File: src/rtl/shift_pipe_if.sv
// shift_pipe_if -- operand/result handshake bundle for shift_pipe.
//   master : producer/consumer side (drives operands, flush, out_ready)
//   slave  : the shifter (drives in_ready, out_valid, out_data)
// Signals:
//   flush              invalidate every pipeline stage on the next edge
//   in_valid/in_ready  operand handshake; in_data, in_shamt, in_op
//                      (op: 00 SLL, 01 SRL, 10 SRA, 11 ROR)
//   out_valid/out_ready result handshake; out_data
interface shift_pipe_if #(
    parameter int WIDTH = 32
);
    localparam int SHW = $clog2(WIDTH);

    logic             flush;
    logic             in_valid;
    logic             in_ready;
    logic [WIDTH-1:0] in_data;
    logic [SHW-1:0]   in_shamt;
    logic [1:0]       in_op;
    logic             out_valid;
    logic             out_ready;
    logic [WIDTH-1:0] out_data;

    modport master (
        output flush, in_valid, in_data, in_shamt, in_op, out_ready,
        input  in_ready, out_valid, out_data
    );

    modport slave (
        input  flush, in_valid, in_data, in_shamt, in_op, out_ready,
        output in_ready, out_valid, out_data
    );
endinterface

File: src/rtl/shift_pipe.sv
// shift_pipe -- fully pipelined barrel shifter (SLL/SRL/SRA/ROR).
// One register stage per shift level; stage k shifts by 2^k when shamt
// bit k is set, least significant level first. The whole pipe advances
// together when the output slot is empty or being drained.
// Ports:
//   clk    rising-edge clock
//   rst_n  asynchronous active-low reset
//   bus    shift_pipe_if.slave (operand, result and flush signals)

// One combinational shift level: conditionally shift by 2^LVL.
module shift_stage #(
    parameter int WIDTH = 32,
    parameter int LVL   = 0
) (
    input  logic [WIDTH-1:0] data_i,
    input  logic [1:0]       op_i,
    input  logic             sh_i,
    output logic [WIDTH-1:0] data_o
);
    localparam int D = 1 << LVL;

    logic [WIDTH-1:0] sll, srl, sra, ror;

    always_comb begin
        sll = {data_i[WIDTH-1-D:0], {D{1'b0}}};
        srl = {{D{1'b0}}, data_i[WIDTH-1:D]};
        // Earlier right shifts never change the MSB, so the current MSB
        // is still the operand's sign.
        sra = {{D{data_i[WIDTH-1]}}, data_i[WIDTH-1:D]};
        ror = {data_i[D-1:0], data_i[WIDTH-1:D]};
        data_o = data_i;
        if (sh_i) begin
            case (op_i)
                2'b00:   data_o = sll;
                2'b01:   data_o = srl;
                2'b10:   data_o = sra;
                default: data_o = ror;
            endcase
        end
    end
endmodule

module shift_pipe #(
    parameter  int WIDTH = 32,
    localparam int SHW   = $clog2(WIDTH)
) (
    input  logic        clk,
    input  logic        rst_n,
    shift_pipe_if.slave bus
);
    // Stage register k keeps only the shamt bits still needed downstream
    // (bits k+1..SHW-1), packed triangularly into one flat vector.
    localparam int REM_W = SHW * (SHW - 1) / 2;

    function automatic int rem_idx(input int k, input int j);
        return k * (SHW - 1) - (k * (k - 1)) / 2 + (j - k - 1);
    endfunction

    logic                      en;
    logic [SHW-1:0]            vld_pipe_d, vld_pipe_q;
    logic [SHW-1:0][WIDTH-1:0] data_d, data_q;
    logic [SHW-2:0][1:0]       op_d, op_q;
    logic [REM_W-1:0]          rem_d, rem_q, rem_nxt;

    logic [SHW-1:0][WIDTH-1:0] stg_in, stg_out;
    logic [SHW-1:0][1:0]       stg_op;
    logic [SHW-1:0]            stg_sh;

    assign en            = ~vld_pipe_q[SHW-1] | bus.out_ready;
    assign bus.in_ready  = en;
    assign bus.out_valid = vld_pipe_q[SHW-1];
    assign bus.out_data  = data_q[SHW-1];

    for (genvar k = 0; k < SHW; k++) begin : g_stg
        if (k == 0) begin : g_src
            assign stg_in[k] = bus.in_data;
            assign stg_op[k] = bus.in_op;
            assign stg_sh[k] = bus.in_shamt[0];
            for (genvar j = 1; j < SHW; j++) begin : g_rem
                assign rem_nxt[rem_idx(0, j)] = bus.in_shamt[j];
            end
        end else begin : g_src
            assign stg_in[k] = data_q[k-1];
            assign stg_op[k] = op_q[k-1];
            assign stg_sh[k] = rem_q[rem_idx(k-1, k)];
            for (genvar j = k + 1; j < SHW; j++) begin : g_rem
                assign rem_nxt[rem_idx(k, j)] = rem_q[rem_idx(k-1, j)];
            end
        end

        shift_stage #(.WIDTH(WIDTH), .LVL(k)) u_stage (
            .data_i (stg_in[k]),
            .op_i   (stg_op[k]),
            .sh_i   (stg_sh[k]),
            .data_o (stg_out[k])
        );
    end

    always_comb begin
        vld_pipe_d = vld_pipe_q;
        data_d     = data_q;
        op_d       = op_q;
        rem_d      = rem_q;
        if (en) begin
            // in_ready == en, so S0 valid is simply in_valid here.
            vld_pipe_d = {vld_pipe_q[SHW-2:0], bus.in_valid};
            if (!bus.flush) begin
                data_d = stg_out;
                op_d   = stg_op[SHW-2:0];
                rem_d  = rem_nxt;
            end
        end
        // Flush kills every valid bit regardless of en; payload is held.
        if (bus.flush) vld_pipe_d = '0;
    end

    always_ff @(posedge clk or negedge rst_n) begin
        if (!rst_n) begin
            vld_pipe_q <= '0;
            data_q     <= '0;
            op_q       <= '0;
            rem_q      <= '0;
        end else begin
            vld_pipe_q <= vld_pipe_d;
            data_q     <= data_d;
            op_q       <= op_d;
            rem_q      <= rem_d;
        end
    end
endmodule

File: src/flat_wrapper.sv
// flat-port wrapper written by rule: the top's interface ports become plain ports
module shift_pipe_flat 
#(
    parameter  int WIDTH = 32,
    localparam int SHW   = $clog2(WIDTH)
)
  (clk, rst_n, bus_flush, bus_in_valid, bus_in_data, bus_in_shamt, bus_in_op, bus_out_ready, bus_in_ready, bus_out_valid, bus_out_data);
  shift_pipe_if #(.WIDTH(WIDTH)) bus_i ();
  input  logic clk;
  input  logic rst_n;
  input wire logic [$bits(bus_i.flush)-1:0] bus_flush;
  input wire logic [$bits(bus_i.in_valid)-1:0] bus_in_valid;
  input wire logic [$bits(bus_i.in_data)-1:0] bus_in_data;
  input wire logic [$bits(bus_i.in_shamt)-1:0] bus_in_shamt;
  input wire logic [$bits(bus_i.in_op)-1:0] bus_in_op;
  input wire logic [$bits(bus_i.out_ready)-1:0] bus_out_ready;
  output wire logic [$bits(bus_i.in_ready)-1:0] bus_in_ready;
  output wire logic [$bits(bus_i.out_valid)-1:0] bus_out_valid;
  output wire logic [$bits(bus_i.out_data)-1:0] bus_out_data;
  assign bus_i.flush = bus_flush;
  assign bus_i.in_valid = bus_in_valid;
  assign bus_i.in_data = bus_in_data;
  assign bus_i.in_shamt = bus_in_shamt;
  assign bus_i.in_op = bus_in_op;
  assign bus_i.out_ready = bus_out_ready;
  assign bus_in_ready = bus_i.in_ready;
  assign bus_out_valid = bus_i.out_valid;
  assign bus_out_data = bus_i.out_data;
  shift_pipe #(.WIDTH(WIDTH)) u_core (.clk(clk), .rst_n(rst_n), .bus(bus_i));
endmodule
File: config.mk
export PLATFORM = sky130hd
export DESIGN_NAME = shift_pipe_flat
export DESIGN_NICKNAME = d
export VERILOG_FILES = /design/src/rtl/shift_pipe_if.sv /design/src/rtl/shift_pipe.sv /design/src/flat_wrapper.sv
export SDC_FILE = /design/constraint.sdc
export NUM_CORES = 1
export LEC_CHECK = 0
export CAP_MARGIN = 0
export CORE_MARGIN = 2
export CORE_UTILIZATION = 35
export DETAILED_ROUTE_END_ITERATION = 16
export PLACE_DENSITY_LB_ADDON = 0.1
export REMOVE_ABC_BUFFERS = 1
export SLEW_MARGIN = 20
export SYNTH_ARGS = -nofsm -noshare
export SYNTH_HDL_FRONTEND = slang
export SYNTH_HIERARCHICAL = 1
export SYNTH_SLANG_ARGS = --single-unit
File: constraint.sdc
create_clock -name clk -period 2.05 [get_ports clk]
set_input_delay 0.41 -clock clk [delete_from_list [all_inputs] [get_ports clk]]
set_output_delay 0.41 -clock clk [all_outputs]
set_load 0.02 [all_outputs]
==> reports/results.ini <==
[power]
leakagePower_nw = 5.684
p_per_area_mw_per_mm2 = 1150
peakVddDrop_uv = 673.8

[setup_path]
r2r-start = u_core/vld_pipe_q[4]$_DFFE_PN0P_
r2r_setup_slack_ns = 0.42
crit_fanout = 2
slowest_delay_ns = 0.60
cp.required_ns = 1.64
arrival_ns = 1.39
critPathLaunchType = flop
critical_path_class = flop to output pin
slowest_stage = clkdlybuf4s50_1
crit_chain = clkdlybuf4s50_1
critical_path.startpoint = u_core/bus.out_data[14]$_DFFE_PN0P_
path_buf_inv = 1
path_delay_family = buffers and inverters
end_kind = output pin

[sta]
period_minus_slack_ns = 1.805
hold_viol = 0
setup_tns_ns = 0
setup_viol = 0
slew_violations = 0
rsz0062_at_grt = no
fin_skew_ns = 0.01325
max_slew_margin_pct = 49.08
fmax_mhz = 554.1
finalCritPeriodShare_pct = 88.03
worst_pin_slew_ns = 0.7639

[floorplanning]
die_h_um = 184.3
io_pins = 78
dieArea_mm2 = 0.03398
start_util_pct = 35.26
coreArea_mm2 = 0.03229
fp.dieW_um = 184.3
rows = 66

[global_route]
grt_usage_pct = 14.79
grt_pass1_vias = 6918
grt_first_pass_wirelength_um = 39740
antenna_found_initial = 0
grt_overflow = 0
grt_max_degree = 56

[synth]
syn_area_per_cell_um2 = 11.24
syn-cell-area_mm2 = 0.01138
yosysTopAreaCellShare_pct = 40.23
yosys_warnings = 6
synth_top_area_cell = dfrtp_1
synthCells = 1013
seq_area_frac_synth_pct = 40.23
yosysUniqueCellTypes = 33
synth_seq_cells = 183
synth_area_leaders = dfrtp_1 (40%), mux2_4 (16%), mux2i_1 (11%)

[placed_design]
hpwl_um = 17900
place_area_mm2 = 0.01236
io_buffers = 77
gp_congestion = 0.7582

[worst_hold_path]
min_path_type = input port to asynchronous set/reset pin

[drt]
ant_nets = 0
drtIter0Drc = 408
dr.pass1.iters = 6
vias = 7169
viasPerCell = 4.745
drc = 0
drt-total-wl_um = 23970
route.detailed.wl_per_inst_um = 15.86

[clock_tree]
h-tree-depth = 4
cts.sinks = 183
cts_tree = built
clk_latency_ns = 0.44
path_clk_slew_ns = 0.08
clockBufferDepth = 2
post-cts-setup-buffers = 0
numCtsBuffers = 17
cts_root_buf = clkbuf_16

[flow_run]
drv_cap = 0

[final_layout]
final_cell_mix = dfrtp_1 (179), mux2i_1 (124), mux2_4 (120), a21oi_1 (102), nor2_1 (100)
fin_area_mm2 = 0.01296
final_common_cell = dfrtp_1
fin_util_pct = 40.13
areaGrowthSynthToFinish_pct = 13.83
fin_nets = 1100
drive_gt1_share_pct = 26.94
diodes = 0

[run_status]
status = complete, no violations

-- metrics by stage --
step	std cells	setup slack (ns)	hold WS [ns]	power [mW]
3_3_place_gp	1478	-0.02612	0.3433	11.70
3_5_place_dp	1478	-0.04768	0.3454	11.78
4_1_cts	1511	0.2053	0.4297	15.14
2_1_floorplan	903	-1.312	0.1144	9.732
5_1_grt	1511	0.1712	0.4398	15.96
6_report	1511	0.2454	0.4413	14.90
-- logic make-up after synthesis --
group / after synthesis / synth area share (%)
AOI/OAI and AO/OA: 175 / 9.277
buffers and inverters: 157 / 10.05
DFF: 183 / 40.23
muxes: 302 / 32.47
and+or+nand+nor: 196 / 7.980
-- routing by layer --
layer / routed length [um] / track usage [%] / up-vias
met2: 10950 / 22.87 / 101
met4: 261 / 4.160 / 0
li1: - / - / 3655
met3: 581 / 2.351 / 15
met1: 12170 / 21.34 / 3398
met5: 0 / 0 / -
-- worst paths after layout --
kind,cells past startpoint,endpoint
worst max-delay path,1,bus_out_data[14]
worst min-delay path,2,u_core/data_q[43]$_DFFE_PN0P_
worst max register to register,6,u_core/bus.out_data[25]$_DFFE_PN0P_
worst min register to register,2,u_core/vld_pipe_q[4]$_DFFE_PN0P_
max in group asynchronous,3,u_core/rem_q[9]$_DFFE_PN0P_
min in group clk,2,u_core/vld_pipe_q[4]$_DFFE_PN0P_
-- where the power goes --
group	switching [mW]	internal [mW]
sequential	1.24	4.78
combinational	2.39	3.21
clock	1.42	1.86
-- synthesized netlist by cell type --
library cell	instances
o22ai_1	30
nor2b_1	15
buf_1	3
nand2b_1	1
a31oi_1	14
mux2_4	120
nand4_1	4
a21oi_1	102
nor2_4	3
o221ai_2	10
buf_8	5
nand2_2	1
nand2_1	42
mux2i_1	124
clkbuf_2	1
o221ai_1	5
nand3_1	21
mux2_2	58
buf_2	22
inv_1	47
nor2_1	100
o21ai_0	12
clkbuf_1	10
buf_12	12
o2bb2ai_1	1
nor2b_2	1
buf_6	16
o211ai_1	1
dfrtp_1	183
nand3b_1	4
buf_4	41
and2_0	1
nor2_8	3
-- repair_timing --
item                                    4_1_cts  5_1_grt
resized for setup                             1        0
endpoints found under the hold margin        29        0
endpoints found under the setup margin        1        0
hold buffers                                  1        0
-- worst reg2reg max path: stages (launching register included) --
cell	delay (ns)
dfrtp_1	0.37
nor2b_2	0.16
buf_4	0.15
nor2_8	0.11
buf_12	0.17
buf_12	0.20
mux2_2	0.36
-- layout make-up --
cell class,count,area (um2)
Tap cell,442,553.0
Clock inverter,11,123.9
Sequential cell,183,4584
Timing Repair Buffer,134,1399
Multi-Input combinational cell,673,5660
Clock buffer,21,460.4
Fill cell,3125,19330
Inverter,47,176.4
-- registers in the layout, indices dropped and copies added (netlist names) --
signal,cells
u_core/bus.out_data,32
u_core/data_q,128
u_core/op_q,8
u_core/rem_q,10
u_core/vld_pipe_q,5
Power figures use the tool's default switching activity.
